## src/rtl/imm_decode_unit_if.sv

```systemverilog
`default_nettype none
// +---------------------------------------------------------------------------+
// | imm_decode_unit_if : instruction-in / immediate-out handshake bundle        |
// | Rev 1.0                                                                   |
// +---------------------------------------------------------------------------+
interface imm_decode_unit_if #(
    parameter int XLEN = 32
);
    logic            in_valid;
    logic            in_ready;
    logic [31:0]     instr;
    logic            out_valid;
    logic            out_ready;
    logic [XLEN-1:0] out_imm;
    logic [2:0]      out_type;
    logic            out_illegal;

    modport slave (
        input  in_valid, instr, out_ready,
        output in_ready, out_valid, out_imm, out_type, out_illegal
    );

    modport master (
        output in_valid, instr, out_ready,
        input  in_ready, out_valid, out_imm, out_type, out_illegal
    );
endinterface
`default_nettype wire

```

## src/rtl/imm_decode_unit.sv

```systemverilog
`default_nettype none
// +---------------------------------------------------------------------------+
// | imm_decode_unit : buffered RISC-V immediate decoder with DEPTH-entry FIFO  |
// | Option macro IMMDEC_CSR_EN enables SYSTEM (CSR) immediate decode.          |
// | Rev 1.0                                                                   |
// +---------------------------------------------------------------------------+
module imm_decode_unit #(
    parameter int XLEN  = 32,
    parameter int DEPTH = 2
) (
    input  wire logic         clk,
    input  wire logic         reset,
    input  wire logic         flush,
    imm_decode_unit_if.slave  bus
);
    localparam int AW = $clog2(DEPTH);

    localparam logic [2:0] c_TYPE_I    = 3'b000;
    localparam logic [2:0] c_TYPE_S    = 3'b001;
    localparam logic [2:0] c_TYPE_B    = 3'b010;
    localparam logic [2:0] c_TYPE_J    = 3'b011;
    localparam logic [2:0] c_TYPE_U    = 3'b100;
    localparam logic [2:0] c_TYPE_Z    = 3'b101;
    localparam logic [2:0] c_TYPE_NONE = 3'b110;
    localparam logic [2:0] c_TYPE_ILL  = 3'b111;

    localparam logic [6:0] c_OP_LOAD   = 7'b0000011;
    localparam logic [6:0] c_OP_IMM    = 7'b0010011;
    localparam logic [6:0] c_OP_JALR   = 7'b1100111;
    localparam logic [6:0] c_OP_STORE  = 7'b0100011;
    localparam logic [6:0] c_OP_BRANCH = 7'b1100011;
    localparam logic [6:0] c_OP_JAL    = 7'b1101111;
    localparam logic [6:0] c_OP_LUI    = 7'b0110111;
    localparam logic [6:0] c_OP_AUIPC  = 7'b0010111;
    localparam logic [6:0] c_OP_REG    = 7'b0110011;
    localparam logic [6:0] c_OP_SYSTEM = 7'b1110011;

    logic [XLEN-1:0] r_imm_mem  [DEPTH];
    logic [2:0]      r_type_mem [DEPTH];
    logic            r_ill_mem  [DEPTH];
    logic [AW-1:0]   r_wr_ptr;
    logic [AW-1:0]   r_rd_ptr;
    logic [AW:0]     r_count;

    logic            w_full;
    logic            w_empty;
    logic            w_push;
    logic            w_pop;
    logic [XLEN-1:0] w_dec_imm;
    logic [2:0]      w_dec_type;
    logic            w_dec_ill;
    logic [31:0]     w_i;

    assign w_i     = bus.instr;
    assign w_full  = (r_count == (AW+1)'(DEPTH));
    assign w_empty = (r_count == '0);
    // flush wins over both sides of the handshake
    assign w_push  = bus.in_valid & ~w_full & ~flush;
    assign w_pop   = ~w_empty & bus.out_ready & ~flush;

    always_comb begin
        w_dec_imm  = '0;
        w_dec_type = c_TYPE_NONE;
        w_dec_ill  = 1'b0;
        case (w_i[6:0])
            c_OP_LOAD, c_OP_IMM, c_OP_JALR: begin
                w_dec_type = c_TYPE_I;
                w_dec_imm  = {{(XLEN-12){w_i[31]}}, w_i[31:20]};
            end
            c_OP_STORE: begin
                w_dec_type = c_TYPE_S;
                w_dec_imm  = {{(XLEN-12){w_i[31]}}, w_i[31:25], w_i[11:7]};
            end
            c_OP_BRANCH: begin
                w_dec_type = c_TYPE_B;
                w_dec_imm  = {{(XLEN-13){w_i[31]}}, w_i[31], w_i[7],
                              w_i[30:25], w_i[11:8], 1'b0};
            end
            c_OP_JAL: begin
                w_dec_type = c_TYPE_J;
                w_dec_imm  = {{(XLEN-21){w_i[31]}}, w_i[31], w_i[19:12],
                              w_i[20], w_i[30:21], 1'b0};
            end
            c_OP_LUI, c_OP_AUIPC: begin
                w_dec_type = c_TYPE_U;
                w_dec_imm  = {{(XLEN-32){w_i[31]}}, w_i[31:12], 12'b0};
            end
            c_OP_REG: begin
                w_dec_type = c_TYPE_NONE;
            end
`ifdef IMMDEC_CSR_EN
            c_OP_SYSTEM: begin
                // funct3[2] selects the uimm (rs1 field) CSR forms
                if (w_i[14]) begin
                    w_dec_type = c_TYPE_Z;
                    w_dec_imm  = {{(XLEN-5){1'b0}}, w_i[19:15]};
                end else begin
                    w_dec_type = c_TYPE_I;
                    w_dec_imm  = {{(XLEN-12){w_i[31]}}, w_i[31:20]};
                end
            end
`endif
            default: begin
                w_dec_type = c_TYPE_ILL;
                w_dec_ill  = 1'b1;
            end
        endcase
    end

    always_ff @(posedge clk or posedge reset) begin
        if (reset) begin
            r_wr_ptr <= '0;
            r_rd_ptr <= '0;
            r_count  <= '0;
            for (int k = 0; k < DEPTH; k++) begin
                r_imm_mem[k]  <= '0;
                r_type_mem[k] <= '0;
                r_ill_mem[k]  <= 1'b0;
            end
        end else if (flush) begin
            r_wr_ptr <= '0;
            r_rd_ptr <= '0;
            r_count  <= '0;
        end else begin
            if (w_push) begin
                r_imm_mem[r_wr_ptr]  <= w_dec_imm;
                r_type_mem[r_wr_ptr] <= w_dec_type;
                r_ill_mem[r_wr_ptr]  <= w_dec_ill;
                r_wr_ptr             <= r_wr_ptr + AW'(1);
            end
            if (w_pop) begin
                r_rd_ptr <= r_rd_ptr + AW'(1);
            end
            case ({w_push, w_pop})
                2'b10:   r_count <= r_count + (AW+1)'(1);
                2'b01:   r_count <= r_count - (AW+1)'(1);
                default: r_count <= r_count;
            endcase
        end
    end

    assign bus.in_ready    = ~w_full;
    assign bus.out_valid   = ~w_empty;
    assign bus.out_imm     = w_empty ? '0   : r_imm_mem[r_rd_ptr];
    assign bus.out_type    = w_empty ? 3'b0 : r_type_mem[r_rd_ptr];
    assign bus.out_illegal = w_empty ? 1'b0 : r_ill_mem[r_rd_ptr];
endmodule
`default_nettype wire

```

## src/flat_wrapper.sv

```systemverilog
// flat-port wrapper written by rule: the top's interface ports become plain ports
module imm_decode_unit_flat 
#(
    parameter int XLEN  = 32,
    parameter int DEPTH = 2
)
  (clk, reset, flush, bus_in_valid, bus_instr, bus_out_ready, bus_in_ready, bus_out_valid, bus_out_imm, bus_out_type, bus_out_illegal);
  imm_decode_unit_if #(.XLEN(XLEN)) bus_i ();
  input  wire logic clk;
  input  wire logic reset;
  input  wire logic flush;
  input wire logic [$bits(bus_i.in_valid)-1:0] bus_in_valid;
  input wire logic [$bits(bus_i.instr)-1:0] bus_instr;
  input wire logic [$bits(bus_i.out_ready)-1:0] bus_out_ready;
  output wire logic [$bits(bus_i.in_ready)-1:0] bus_in_ready;
  output wire logic [$bits(bus_i.out_valid)-1:0] bus_out_valid;
  output wire logic [$bits(bus_i.out_imm)-1:0] bus_out_imm;
  output wire logic [$bits(bus_i.out_type)-1:0] bus_out_type;
  output wire logic [$bits(bus_i.out_illegal)-1:0] bus_out_illegal;
  assign bus_i.in_valid = bus_in_valid;
  assign bus_i.instr = bus_instr;
  assign bus_i.out_ready = bus_out_ready;
  assign bus_in_ready = bus_i.in_ready;
  assign bus_out_valid = bus_i.out_valid;
  assign bus_out_imm = bus_i.out_imm;
  assign bus_out_type = bus_i.out_type;
  assign bus_out_illegal = bus_i.out_illegal;
  imm_decode_unit #(.XLEN(XLEN), .DEPTH(DEPTH)) u_core (.clk(clk), .reset(reset), .flush(flush), .bus(bus_i));
endmodule
```

## config.mk

```make
export PLATFORM = sky130hd
export DESIGN_NAME = imm_decode_unit_flat
export DESIGN_NICKNAME = d
export VERILOG_FILES = /design/src/rtl/imm_decode_unit_if.sv /design/src/rtl/imm_decode_unit.sv /design/src/flat_wrapper.sv
export SDC_FILE = /design/constraint.sdc
export NUM_CORES = 1
export LEC_CHECK = 0
export ABC_AREA = 1
export CORE_AREA = 3 3 112 114
export CTS_CLUSTER_SIZE = 16
export DETAILED_ROUTE_END_ITERATION = 12
export DIE_AREA = 0 0 115 117
export PLACE_DENSITY = 0.69
export RECOVER_POWER = 50
export SLEW_MARGIN = 10
export SYNTH_ARGS = -nofsm -noshare
export SYNTH_HDL_FRONTEND = slang
export SYNTH_SLANG_ARGS = --single-unit
```

## constraint.sdc

```tcl
create_clock -name clk -period 3.5 [get_ports clk]
set_clock_uncertainty 0.05 [all_clocks]
set_input_delay 0.7 -clock clk [delete_from_list [all_inputs] [get_ports clk]]
set_output_delay 0.7 -clock clk [all_outputs]
set_load 0.01 [all_outputs]
```

==> flow_summary_export.csv, run 1 <==
group,metric,value,unit
logic_synthesis,synthesis.area_per_instance,6.88,sq um
worst_setup_path,critical-path-top-delay-family,"buffers and inverters",
floorplanning,floorplan.rows,39,
finish,multi_input_area,1860,sq um
drt,remaining_drc_errors,0,
finish,final_layout_size_suffix_gt1_share,5.18,%
worst_setup_path,crit_path_start_kind,"flop",
timing,min_period_over_period,84.0,%
clocking,holdBufCountCts,0,
worst_setup_path,start_of_the_worst_register_to_register_path,"u_core.r_count[0]",
worst_setup_path,worstPathMaxFanout,28,
timing,post-route-min-period,2.94,ns
drt,first_pass_iters,4,
placed_design,dp_hpwl,7620,microns
clocking,numCtsBuffers,9,
logic_synthesis,yosys.cell_types.count,20,
worst_setup_path,cp_slowest_cell,"sky130_fd_sc_hd__clkdlybuf4s50_1",
logic_synthesis,syn-num-nets,628,
drt,met3_length,799,microns
worst_setup_path,rrSetupSlack,1.11,ns
global_routing,overflow,0,
floorplanning,core_region_area,11500,sq um
logic_synthesis,synthCells,591,
drt,met1_length,5340,microns
logic_synthesis,seq_area_frac_synth,46.8,%
finish,layout.nets,689,
worst_setup_path,buffers_inverters_on_critical_path,3,
clocking,clk_transition_reported_paths,0.06,ns
drt,highest_layer,"met4",
floorplanning,io_pins,75,
power_and_ir_drop,powerDensity,560,nW/um^2
drt,viasPerCell,4.91,
worst_setup_path,critical-path-max-stage-delay,0.60,ns
hold_path,worst_hold_path_type,"reg2reg",
clocking,clkLatencyLatePin,0.33,ns
finish,ff_latch_area,1900,sq um
timing,unrepaired_setup_endpoints_after_global_routing,"no",
clocking,cts_num_sinks,76,
timing,finalHoldViolations,0,
drt,drt_first_iter_violations,275,
drt,routed_wirelength,11700,microns
drt,drt-wirelength-per-cell,14.7,microns
global_routing,grt_pass1_wl,19700,microns
power_and_ir_drop,ir_drop,0.253,mV
logic_synthesis,syn_area,4060,sq um
worst_setup_path,crit_type,"reg2out",
worst_setup_path,worstSetupStartpoint,"u_core.r_rd_ptr",
drt,remaining_number_of_nets_flagged_by_the_antenna_check_after_routing,0,
global_routing,grt_start_max_net_pins,40,
global_routing,gr-usage-all-layers,18.4,%
timing,max_clock_freq,340,MHz
worst_setup_path,critical_path.cell_chain,"inv_1, buf_12, nand2_1, a21oi_1, clkdlybuf4s50_1",
placed_design,gp_congestion,0.875,
drt,detailroute.via_count,3926,
clocking,root_buffer,"sky130_fd_sc_hd__clkbuf_16",
worst_setup_path,worst_setup_path_end_kind,"primary output",
placed_design,port_buffers,74,
finish,most_frequent_standard_cell_in_the_layout_excluding_fill_and_tap_cells,"sky130_fd_sc_hd__nand2_1",
hold_path,hold_path_startpoint,"u_core.r_imm_mem[6]",
global_routing,antenna_found_initial,0,
clocking,clk_path_buf_depth,2,
power_and_ir_drop,cellLeakagePower,2.71,nW
finish,area_growth_syn_to_layout,27.8,%
worst_setup_path,cp_data_required_time,2.75,ns
finish,most_used_cells_in_the_layout_excluding_fill_and_tap_cells,"347 x sky130_fd_sc_hd__nand2_1, 76 x sky130_fd_sc_hd__dfrtp_1, 71 x sky130_fd_sc_hd__clkdlybuf4s50_1, 38 x sky130_fd_sc_hd__a21oi_1, 33 x sky130_fd_sc_hd__nand3_1",
drt,met2WireLength,5460,microns
worst_setup_path,timing.critical_path.arrival,2.19,ns
clocking,ctsResizeCount,0,
logic_synthesis,synth.yosys.warnings,0,
timing,setup-tns-final,0,ns
logic_synthesis,synth.ff_latch_count,76,
finish,fillerInstances,1181,
flow_run,maxCapViolations,0,
global_routing,first_global_vias,3867,
floorplanning,die_area,13500,sq um
clocking,post_cts_buffers,0,
floorplanning,die-width,115,microns
timing,final_max_slew_viol_count,0,
floorplanning,initial_utilization,35.3,%
timing,tightest_slew,1.36,ns
timing,hold_ws,0.428,ns
timing,max_slew_margin,9.53,%
clocking,cts_htree_levels,3,
finish,antenna-diode-count,0,
status,run_status,"complete, no violations",
clocking,tritoncts,"yes",
floorplanning,die-height,117,microns
timing,finalSetupViolCount,0,
## path summary, 6_finish.rpt
kind                                        end  depth (start not counted)
hold reg to reg             u_core.r_imm_mem[6]                          2
setup reg to reg            u_core.r_ill_mem[0]                          8
setup / recovery                bus_out_illegal                          5
min in group asynchronous  u_core.r_imm_mem[26]                          2
hold / removal              u_core.r_imm_mem[6]                          2
max in group asynchronous   u_core.r_imm_mem[6]                          3
## tightest hold or removal path, stage by stage, from the launching register on
cell,delay (ns)
sky130_fd_sc_hd__dfrtp_1,0.34
sky130_fd_sc_hd__nand2_1,0.05
sky130_fd_sc_hd__nand2_1,0.05
## logic make-up after synthesis
family	after synthesis	share of synthesized area, %
AO/OA/AOI/OAI	50	6.16
AND/OR/NAND/NOR	402	39.6
flip-flops	76	46.8
buffers and inverters	63	7.42
## sequential cells by signal (all words and copies together) (netlist names)
| signal | cells |
|---|---|
| u_core.r_imm_mem | 64 |
| u_core.r_type_mem | 6 |
| u_core.r_count | 2 |
| u_core.r_ill_mem | 2 |
| u_core.r_rd_ptr | 1 |
| u_core.r_wr_ptr | 1 |
## cells in the mapped netlist
cell / number / area share [%]
sky130_fd_sc_hd__nand2_2: 2 / 0.31
sky130_fd_sc_hd__nand2_1: 346 / 32
sky130_fd_sc_hd__nand4_1: 1 / 0.15
sky130_fd_sc_hd__inv_1: 25 / 2.3
sky130_fd_sc_hd__nand3_1: 33 / 4.1
sky130_fd_sc_hd__nor2_1: 13 / 1.2
sky130_fd_sc_hd__nor2_4: 1 / 0.28
sky130_fd_sc_hd__buf_1: 1 / 0.092
sky130_fd_sc_hd__dfrtp_1: 76 / 47
sky130_fd_sc_hd__clkbuf_1: 11 / 1.0
sky130_fd_sc_hd__buf_6: 6 / 1.7
sky130_fd_sc_hd__o21ai_0: 12 / 1.5
sky130_fd_sc_hd__a21oi_1: 38 / 4.7
sky130_fd_sc_hd__nand2_4: 1 / 0.28
sky130_fd_sc_hd__buf_2: 13 / 1.6
sky130_fd_sc_hd__nor2_2: 1 / 0.15
sky130_fd_sc_hd__inv_2: 6 / 0.55
sky130_fd_sc_hd__nor3_1: 2 / 0.25
sky130_fd_sc_hd__nor2_8: 2 / 0.99
sky130_fd_sc_hd__buf_4: 1 / 0.18
## power breakdown
| part | internal [mW] | leakage [nW] | switching, mW |
|---|---|---|---|
| Clock | 0.629 | 0.158 | 0.356 |
| Combinational | 0.304 | 1.52 | 0.541 |
| Sequential | 1.00 | 1.03 | 0.0767 |
| Total | 1.93 | 2.71 | 0.973 |
## metrics by stage
stage          utilization [%]  worst slack, ns  std cells  cell area [sq um]  power (mW)
2_1_floorplan                -            0.812        591               4060        1.57
3_3_place_gp              42.5            0.755        784               4900        1.93
3_5_place_dp              42.5            0.721        784               4900        1.94
4_1_cts                   45.3            0.512        800               5220        2.94
5_1_grt                   45.1            0.391        800               5190        3.08
6_report                  45.1            0.558        800               5190        2.91
## area by class of cell
| cell class | count | share of cell area (%) |
|---|---|---|
| flip-flops and latches | 76 | 36.6 |
| multi-input cells | 452 | 35.7 |
| repair buffers | 82 | 15.7 |
| clock buffers | 13 | 5.40 |
| well taps | 143 | 3.45 |
| inverters | 31 | 2.24 |
| clock inverters | 3 | 0.819 |
## per-layer routing
metal	up-vias	global-route usage, %
met3	13	3.70
met4	0	5.01
met5	-	0
met2	147	29.7
met1	1831	25.4
li1	1935	-
Power figures use the tool's default switching activity.
==> inputs of run 2 (changes only) <==
--- a/config.mk
+++ b/config.mk
@@ -10,7 +10,7 @@
 export CTS_CLUSTER_SIZE = 16
 export DETAILED_ROUTE_END_ITERATION = 12
 export DIE_AREA = 0 0 115 117
-export PLACE_DENSITY = 0.69
+export PLACE_DENSITY = 0.71
 export RECOVER_POWER = 50
 export SLEW_MARGIN = 10
 export SYNTH_ARGS = -nofsm -noshare
==> constraint.sdc (replaced) <==
create_clock -name clk -period 2.4 [get_ports clk]
set_clock_uncertainty 0.05 [all_clocks]
set_input_delay 0.48 -clock clk [delete_from_list [all_inputs] [get_ports clk]]
set_output_delay 0.48 -clock clk [all_outputs]
set_load 0.01 [all_outputs]
==> run 2 against run 1 <==
Net effect: non-clock buffer count rose by 13; clock power rose by 43%; worst hold slack got worse by 0.0020 ns; flip-flop and latch count did not move; combinational power rose by 55%; sequential power increased by 46%; via count grew 2.9%; critical path type unchanged; largest cell class unchanged; highest routed layer unchanged.
==> flow_summary_export.csv, run 2 (synthesized netlist as in run 1, its figures left out) <==
group,metric,value,unit
timing,max_clock_freq,428,MHz
worst_setup_path,cp.depth,4,
status,run_status,"complete, no violations",
worst_setup_path,critical_path.cell_chain,"nor2_4, buf_6, a21oi_1, clkdlybuf4s50_1",
worst_setup_path,ff2ff_path_depth,10,
drt,routed_wirelength,11700,microns
worst_setup_path,critical-path-max-stage-delay,0.48,ns
finish,ff_latch_area,1900,sq um
clocking,numCtsBuffers,9,
finish,multi_input_area,1850,sq um
hold_path,min_delay_path_depth,2,
clocking,cts_htree_levels,3,
timing,post-route-min-period,2.34,ns
drt,remaining_number_of_nets_flagged_by_the_antenna_check_after_routing,0,
placed_design,dp_hpwl,8140,microns
drt,first_pass_iters,5,
finish,layout.nets,702,
finish,area_growth_syn_to_layout,32.5,%
floorplanning,die-height,117,microns
floorplanning,io_pins,75,
timing,min_period_over_period,97.4,%
finish,most_frequent_standard_cell_in_the_layout_excluding_fill_and_tap_cells,"sky130_fd_sc_hd__nand2_1",
clocking,clk_path_buf_depth,2,
worst_setup_path,crit_path_start_kind,"flop",
power_and_ir_drop,powerDensity,800,nW/um^2
timing,finalHoldViolations,0,
clocking,clkLatencyLatePin,0.33,ns
global_routing,first_global_vias,3990,
worst_setup_path,buffers_inverters_on_critical_path,2,
timing,tightest_slew,1.22,ns
drt,drt-wirelength-per-cell,14.3,microns
timing,final_max_slew_viol_count,0,
global_routing,grt_pass1_wl,19300,microns
power_and_ir_drop,cellLeakagePower,3.22,nW
worst_setup_path,cp_slowest_cell,"sky130_fd_sc_hd__clkdlybuf4s50_1",
worst_setup_path,worst_setup_path_end_kind,"primary output",
clocking,root_buffer,"sky130_fd_sc_hd__clkbuf_16",
finish,antenna-diode-count,0,
global_routing,overflow,0,
clocking,cts_num_sinks,76,
drt,viasPerCell,4.97,
worst_setup_path,critical-path-top-delay-family,"buffers and inverters",
floorplanning,die-width,115,microns
floorplanning,core_region_area,11500,sq um
drt,detailroute.via_count,4041,
worst_setup_path,crit_type,"reg2out",
global_routing,grt_start_max_net_pins,37,
placed_design,port_buffers,74,
hold_path,worst_hold_path_type,"reg2reg",
drt,drt_first_iter_violations,238,
timing,finalSetupViolCount,0,
worst_setup_path,worstPathMaxFanout,11,
global_routing,gr-usage-all-layers,18.1,%
clocking,tritoncts,"yes",
timing,setup-tns-final,0,ns
finish,fillerInstances,1160,
drt,remaining_drc_errors,0,
worst_setup_path,cp_data_required_time,1.87,ns
floorplanning,initial_utilization,35.3,%
floorplanning,die_area,13500,sq um
finish,top_regs,"u_core.r_imm_mem: 64 flops, u_core.r_type_mem: 6 flops",
power_and_ir_drop,ir_drop,0.304,mV
finish,largest-register,"u_core.r_imm_mem",
flow_run,maxCapViolations,0,
worst_setup_path,timing.critical_path.arrival,1.81,ns
finish,final_core_utilization,46.8,%
finish,most_used_cells_in_the_layout_excluding_fill_and_tap_cells,"346 x sky130_fd_sc_hd__nand2_1, 76 x sky130_fd_sc_hd__dfrtp_1, 45 x sky130_fd_sc_hd__clkdlybuf4s50_1, 38 x sky130_fd_sc_hd__a21oi_1, 33 x sky130_fd_sc_hd__nand3_1",
timing,max_slew_margin,18.5,%
finish,final_layout_size_suffix_gt1_share,7.76,%
finish,largest_register_ff_count,64,
clocking,clk_transition_reported_paths,0.06,ns
power_and_ir_drop,design_power_total,4.31,mW
placed_design,gp_congestion,0.854,
global_routing,antenna_found_initial,0,
floorplanning,floorplan.rows,39,
[run 2: cell count changes in the layout (fill, tap and decap cells not counted), moves of 3 or more]
cell                              previous run  this run
sky130_fd_sc_hd__dlymetal6s2s_1              0        23
sky130_fd_sc_hd__buf_4                       3        11
sky130_fd_sc_hd__inv_1                      27        24
sky130_fd_sc_hd__clkdlybuf4s50_1            71        45
sky130_fd_sc_hd__buf_6                       0         3
sky130_fd_sc_hd__dlygate4sd2_1               0         4
sky130_fd_sc_hd__buf_12                      2         5
[run 2: stage by stage]
step                      hold WS (ns)  std cells  worst slack, ns  area, sq um
final                            0.426        813           0.0624         5380
after global routing             0.449        813         -0.00435         5380
after CTS                        0.432        811          0.00558         5350
after detailed placement         0.415        795            0.205         5030
after global placement           0.412        795            0.238         5030
after floorplan                  0.394        591            0.654         4070
[run 2: worst reg2reg max path: cells and delay by family, from the launching register on]
family	cells	cell delay, ns
compound gates	1	0.07
simple gates	5	0.84
flops	1	0.43
buf+inv	4	0.62
[run 2: final timing paths]
check                                     start              endpoint  slack [ns]
min reg2reg                u_core.r_imm_mem[27]  u_core.r_imm_mem[27]        0.43
min in group asynchronous                 reset     u_core.r_count[1]        0.79
max reg2reg                   u_core.r_count[0]   u_core.r_ill_mem[1]        0.27
max                           u_core.r_count[1]        bus_out_imm[8]        0.06
max in group asynchronous                 reset   u_core.r_imm_mem[1]        0.44
min                        u_core.r_imm_mem[27]  u_core.r_imm_mem[27]        0.43
[run 2: layer usage]
metal	up-vias	GRT usage (%)	share of wire [%]
met5	-	0	0
met4	0	6.03	2.1
met3	23	3.91	7.4
met2	162	29.9	47
met1	1894	23.9	44
li1	1962	-	-
[run 2: cell type report]
cell class	count	area share, %
Multi-Input combinational cell	452	34.4
Clock inverter	5	1.09
Inverter	31	2.18
Tap cell	143	3.32
Timing Repair Buffer	95	18.9
Sequential cell	76	35.3
Clock buffer	11	4.69
[run 2: report_power, final]
group,switching [mW],internal (mW)
combinational,0.778,0.534
clock,0.548,0.864
sequential,0.123,1.46
[run 2: timing repair]
action                     CTS  global route
setup endpoints to repair   34            30
gates resized for setup      6            25
pin swaps                    0             1
hold buffers                 0             0
gates cloned                 0             0
setup buffers                0             2
==> inputs of run 3 (changes only) <==
--- a/config.mk
+++ b/config.mk
@@ -5,12 +5,11 @@
 export SDC_FILE = /design/constraint.sdc
 export NUM_CORES = 1
 export LEC_CHECK = 0
-export ABC_AREA = 1
-export CORE_AREA = 3 3 112 114
+export CORE_AREA = 3 3 109 111
 export CTS_CLUSTER_SIZE = 16
 export DETAILED_ROUTE_END_ITERATION = 12
-export DIE_AREA = 0 0 115 117
-export PLACE_DENSITY = 0.71
+export DIE_AREA = 0 0 112 114
+export PLACE_DENSITY = 0.69
 export RECOVER_POWER = 50
 export SLEW_MARGIN = 10
 export SYNTH_ARGS = -nofsm -noshare
==> constraint.sdc (replaced) <==
create_clock -name clk -period 2.49 [get_ports clk]
set_clock_uncertainty 0.05 [all_clocks]
set_input_delay 0.498 -clock clk [delete_from_list [all_inputs] [get_ports clk]]
set_output_delay 0.498 -clock clk [all_outputs]
set_load 0.01 [all_outputs]
==> run 3 against run 2 <==
Net effect: final cell count decreased by 25%; non-clock buffer count grew 1; first-iteration DRC count decreased by 26%; via count shrank 23%; sequential power down 3%; worst setup slack better by 0.078 ns; critical path type unchanged; highest routed layer unchanged.
==> flow_summary_export.csv, run 3 <==
group,metric,value,unit
worst_setup_path,crit_type,"reg2out",
drt,detailroute.via_count,3128,
clocking,tritoncts,"yes",
placed_design,cell_area_reported_after_detailed_placement,4870,sq um
worst_setup_path,worst_setup_path_end_kind,"primary output",
worst_setup_path,ff2ff_path_depth,4,
drt,drt-wirelength-per-cell,16.0,microns
hold_path,min_delay_path_depth,2,
logic_synthesis,synthCells,389,
drt,viasPerCell,5.11,
logic_synthesis,syn-num-nets,426,
floorplanning,die_area,12800,sq um
floorplanning,die-width,112,microns
placed_design,dp_hpwl,7060,microns
flow_run,maxCapViolations,0,
logic_synthesis,syn_area,3860,sq um
worst_setup_path,start_of_the_worst_register_to_register_path,"u_core.r_count[0]",
logic_synthesis,post_synth_main_area_contributors,"sky130_fd_sc_hd__dfrtp_1 49%, sky130_fd_sc_hd__mux2i_1 9.6%, sky130_fd_sc_hd__nor2_1 7.4%",
finish,largest_register_ff_count,64,
power_and_ir_drop,ir_drop,0.337,mV
global_routing,first_global_vias,3323,
finish,ff_latch_area,1900,sq um
drt,remaining_number_of_nets_flagged_by_the_antenna_check_after_routing,0,
clocking,ctsResizeCount,0,
global_routing,gr-usage-met3,3.71,%
drt,drt_first_iter_violations,175,
logic_synthesis,yosys.cell_types.count,46,
global_routing,gr-usage-all-layers,15.9,%
global_routing,grt_start_max_net_pins,37,
logic_synthesis,seq_area_frac_synth,49.3,%
clocking,post_cts_buffers,0,
clocking,numCtsBuffers,9,
logic_synthesis,most_used_dff_post_synth,"sky130_fd_sc_hd__dfrtp_1",
worst_setup_path,cp_slowest_cell,"sky130_fd_sc_hd__clkdlybuf4s50_1",
hold_path,min_delay_worst_endpoint,"u_core.r_imm_mem[8]",
floorplanning,floorplan.rows,38,
worst_setup_path,crit_path_start_kind,"flop",
hold_path,worst_hold_path_type,"reg2reg",
drt,first_pass_iters,5,
floorplanning,die-height,114,microns
timing,max_slew_margin,31.6,%
global_routing,grt_pass1_wl,16300,microns
placed_design,gp_congestion,0.782,
global_routing,global_route_track_usage_on_met2,28.3,%
timing,unrepaired_setup_endpoints_after_global_routing,"no",
finish,most_used_cells_in_the_layout_excluding_fill_and_tap_cells,"75 x sky130_fd_sc_hd__nor2_1, 75 x sky130_fd_sc_hd__dfrtp_1, 71 x sky130_fd_sc_hd__clkdlybuf4s50_1, 48 x sky130_fd_sc_hd__nand2_1, 37 x sky130_fd_sc_hd__mux2i_1",
floorplanning,io_pins,75,
logic_synthesis,synth.ff_latch_count,76,
timing,setup-tns-final,0,ns
placed_design,port_buffers,74,
timing,tightest_slew,1.03,ns
status,run_status,"complete, no violations",
finish,top_regs,"u_core.r_imm_mem: 64 flops, u_core.r_type_mem: 6 flops",
finish,layout.nets,506,
logic_synthesis,leading_post_synthesis_cells_by_instance_count,"76 x sky130_fd_sc_hd__dfrtp_1, 76 x sky130_fd_sc_hd__nor2_1, 48 x sky130_fd_sc_hd__nand2_1",
worst_setup_path,timing.critical_path.arrival,1.80,ns
worst_setup_path,worstPathMaxFanout,26,
clocking,cts_htree_levels,3,
finish,finalNonFillerCells,612,
finish,antenna-diode-count,0,
global_routing,overflow,0,
logic_synthesis,post_synthesis_async_set_or_reset_flop_share,100,%
timing,finalHoldViolations,0,
drt,remaining_drc_errors,0,
finish,multi_input_area,1810,sq um
logic_synthesis,yosysTopAreaCell,"sky130_fd_sc_hd__dfrtp_1",
placed_design,post_placement_cell_count,598,
timing,hold_ws,0.432,ns
logic_synthesis,synth.yosys.warnings,0,
clocking,cts_num_sinks,76,
floorplanning,core_region_area,10900,sq um
clocking,clk_path_buf_depth,2,
finish,area_growth_syn_to_layout,29.6,%
worst_setup_path,critical-path-max-stage-delay,0.56,ns
worst_setup_path,critical-path-top-delay-family,"buffers and inverters",
clocking,holdBufCountCts,0,
worst_setup_path,cp_data_required_time,1.94,ns
floorplanning,initial_utilization,35.4,%
logic_synthesis,synthDominantCellAreaShare,49.3,%
clocking,clkLatencyLatePin,0.33,ns
logic_synthesis,synth_enable_flop_cells,0,
worst_setup_path,rrSetupSlack,0.59,ns
finish,final_layout_size_suffix_gt1_share,13.6,%
power_and_ir_drop,powerDensity,632,nW/um^2
drt,routed_wirelength,9800,microns
finish,fin_area,5000,sq um
worst_setup_path,cp.depth,4,
logic_synthesis,synthesis.area_per_instance,9.92,sq um
hold_path,hold_path_startpoint,"u_core.r_imm_mem[8]",
clocking,clk_transition_reported_paths,0.08,ns
global_routing,use_met1,19.1,%
worst_setup_path,critical_path.cell_chain,"buf_12, mux2i_1, nor2_1, clkdlybuf4s50_1",
worst_setup_path,worstReg2RegEnd,"u_core.r_imm_mem[46]",
power_and_ir_drop,cellLeakagePower,2.04,nW
clocking,root_buffer,"sky130_fd_sc_hd__clkbuf_8",
global_routing,global_route.peak_usage_layer,"met2",
timing,finalSetupViolCount,0,
finish,fillerInstances,1060,
timing,final_max_slew_viol_count,0,
timing,max_clock_freq,426,MHz
finish,largest-register,"u_core.r_imm_mem",
timing,post-route-min-period,2.35,ns
timing,min_period_over_period,94.4,%
global_routing,antenna_found_initial,0,
worst_setup_path,buffers_inverters_on_critical_path,2,
[run 3: per-stage QoR]
stage | setup slack (ns) | power (mW) | utilization [%]
after CTS | 0.108 | 3.21 | 46.5
after global routing | 0.0491 | 3.35 | 45.9
final | 0.141 | 3.16 | 45.9
after floorplan | 0.00367 | 1.97 | -
after global placement | 0.102 | 2.26 | 44.7
after detailed placement | 0.000753 | 2.30 | 44.7
[run 3: cell type report]
type                            count  share of cell area (%)
Clock buffer                       10                    2.75
Clock inverter                      4                    1.03
Inverter                            2                   0.150
Multi-Input combinational cell    284                    36.1
Sequential cell                    76                    38.0
Tap cell                          140                    3.50
Timing Repair Buffer               96                    18.4
[run 3: worst max-delay path by stage]
| stage | from | endpoint | slack, ns |
|---|---|---|---|
| CTS | u_core.r_rd_ptr | bus_out_imm[11] | 0.11 |
| detailed placement | bus_instr[2] | u_core.r_imm_mem[46] | 0.0008 |
| finish | u_core.r_rd_ptr | bus_out_imm[31] | 0.14 |
| global route | reset | u_core.r_rd_ptr | 0.05 |
| global placement | bus_instr[2] | u_core.r_imm_mem[51] | 0.10 |
| floorplan | reset | u_core.r_count[0] | 0.004 |
[run 3: logic make-up (layout without fill, tap and decap cells)]
| logic type | after synthesis | in the layout | share of synthesized area (%) |
|---|---|---|---|
| xor+xnor | 2 | 2 | 0.454 |
| mux | 42 | 42 | 11.2 |
| compound gates | 88 | 88 | 15.8 |
| buf+inv | 29 | 112 | 3.79 |
| flops | 76 | 76 | 49.3 |
| simple gates | 152 | 152 | 19.5 |
[run 3: report_power, final]
part / leakage [nW] / internal (mW) / switching, mW
Sequential: 0.964 / 1.43 / 0.112
Clock: 0.0942 / 0.479 / 0.432
Combinational: 0.984 / 0.356 / 0.351
Total: 2.04 / 2.27 / 0.895
[run 3: worst reg2reg max path, cell delays in order, from the launching register on]
cell	delay, ns
sky130_fd_sc_hd__dfrtp_1	0.43
sky130_fd_sc_hd__nand2b_2	0.28
sky130_fd_sc_hd__nand4bb_4	0.23
sky130_fd_sc_hd__a21oi_1	0.58
sky130_fd_sc_hd__a221o_2	0.28
[run 3: routing by layer]
| layer | vias up | routed length (microns) |
|---|---|---|
| li1 | 1533 | - |
| met1 | 1526 | 4210 |
| met2 | 61 | 5120 |
| met5 | - | 0 |
| met4 | 0 | 120 |
| met3 | 8 | 353 |
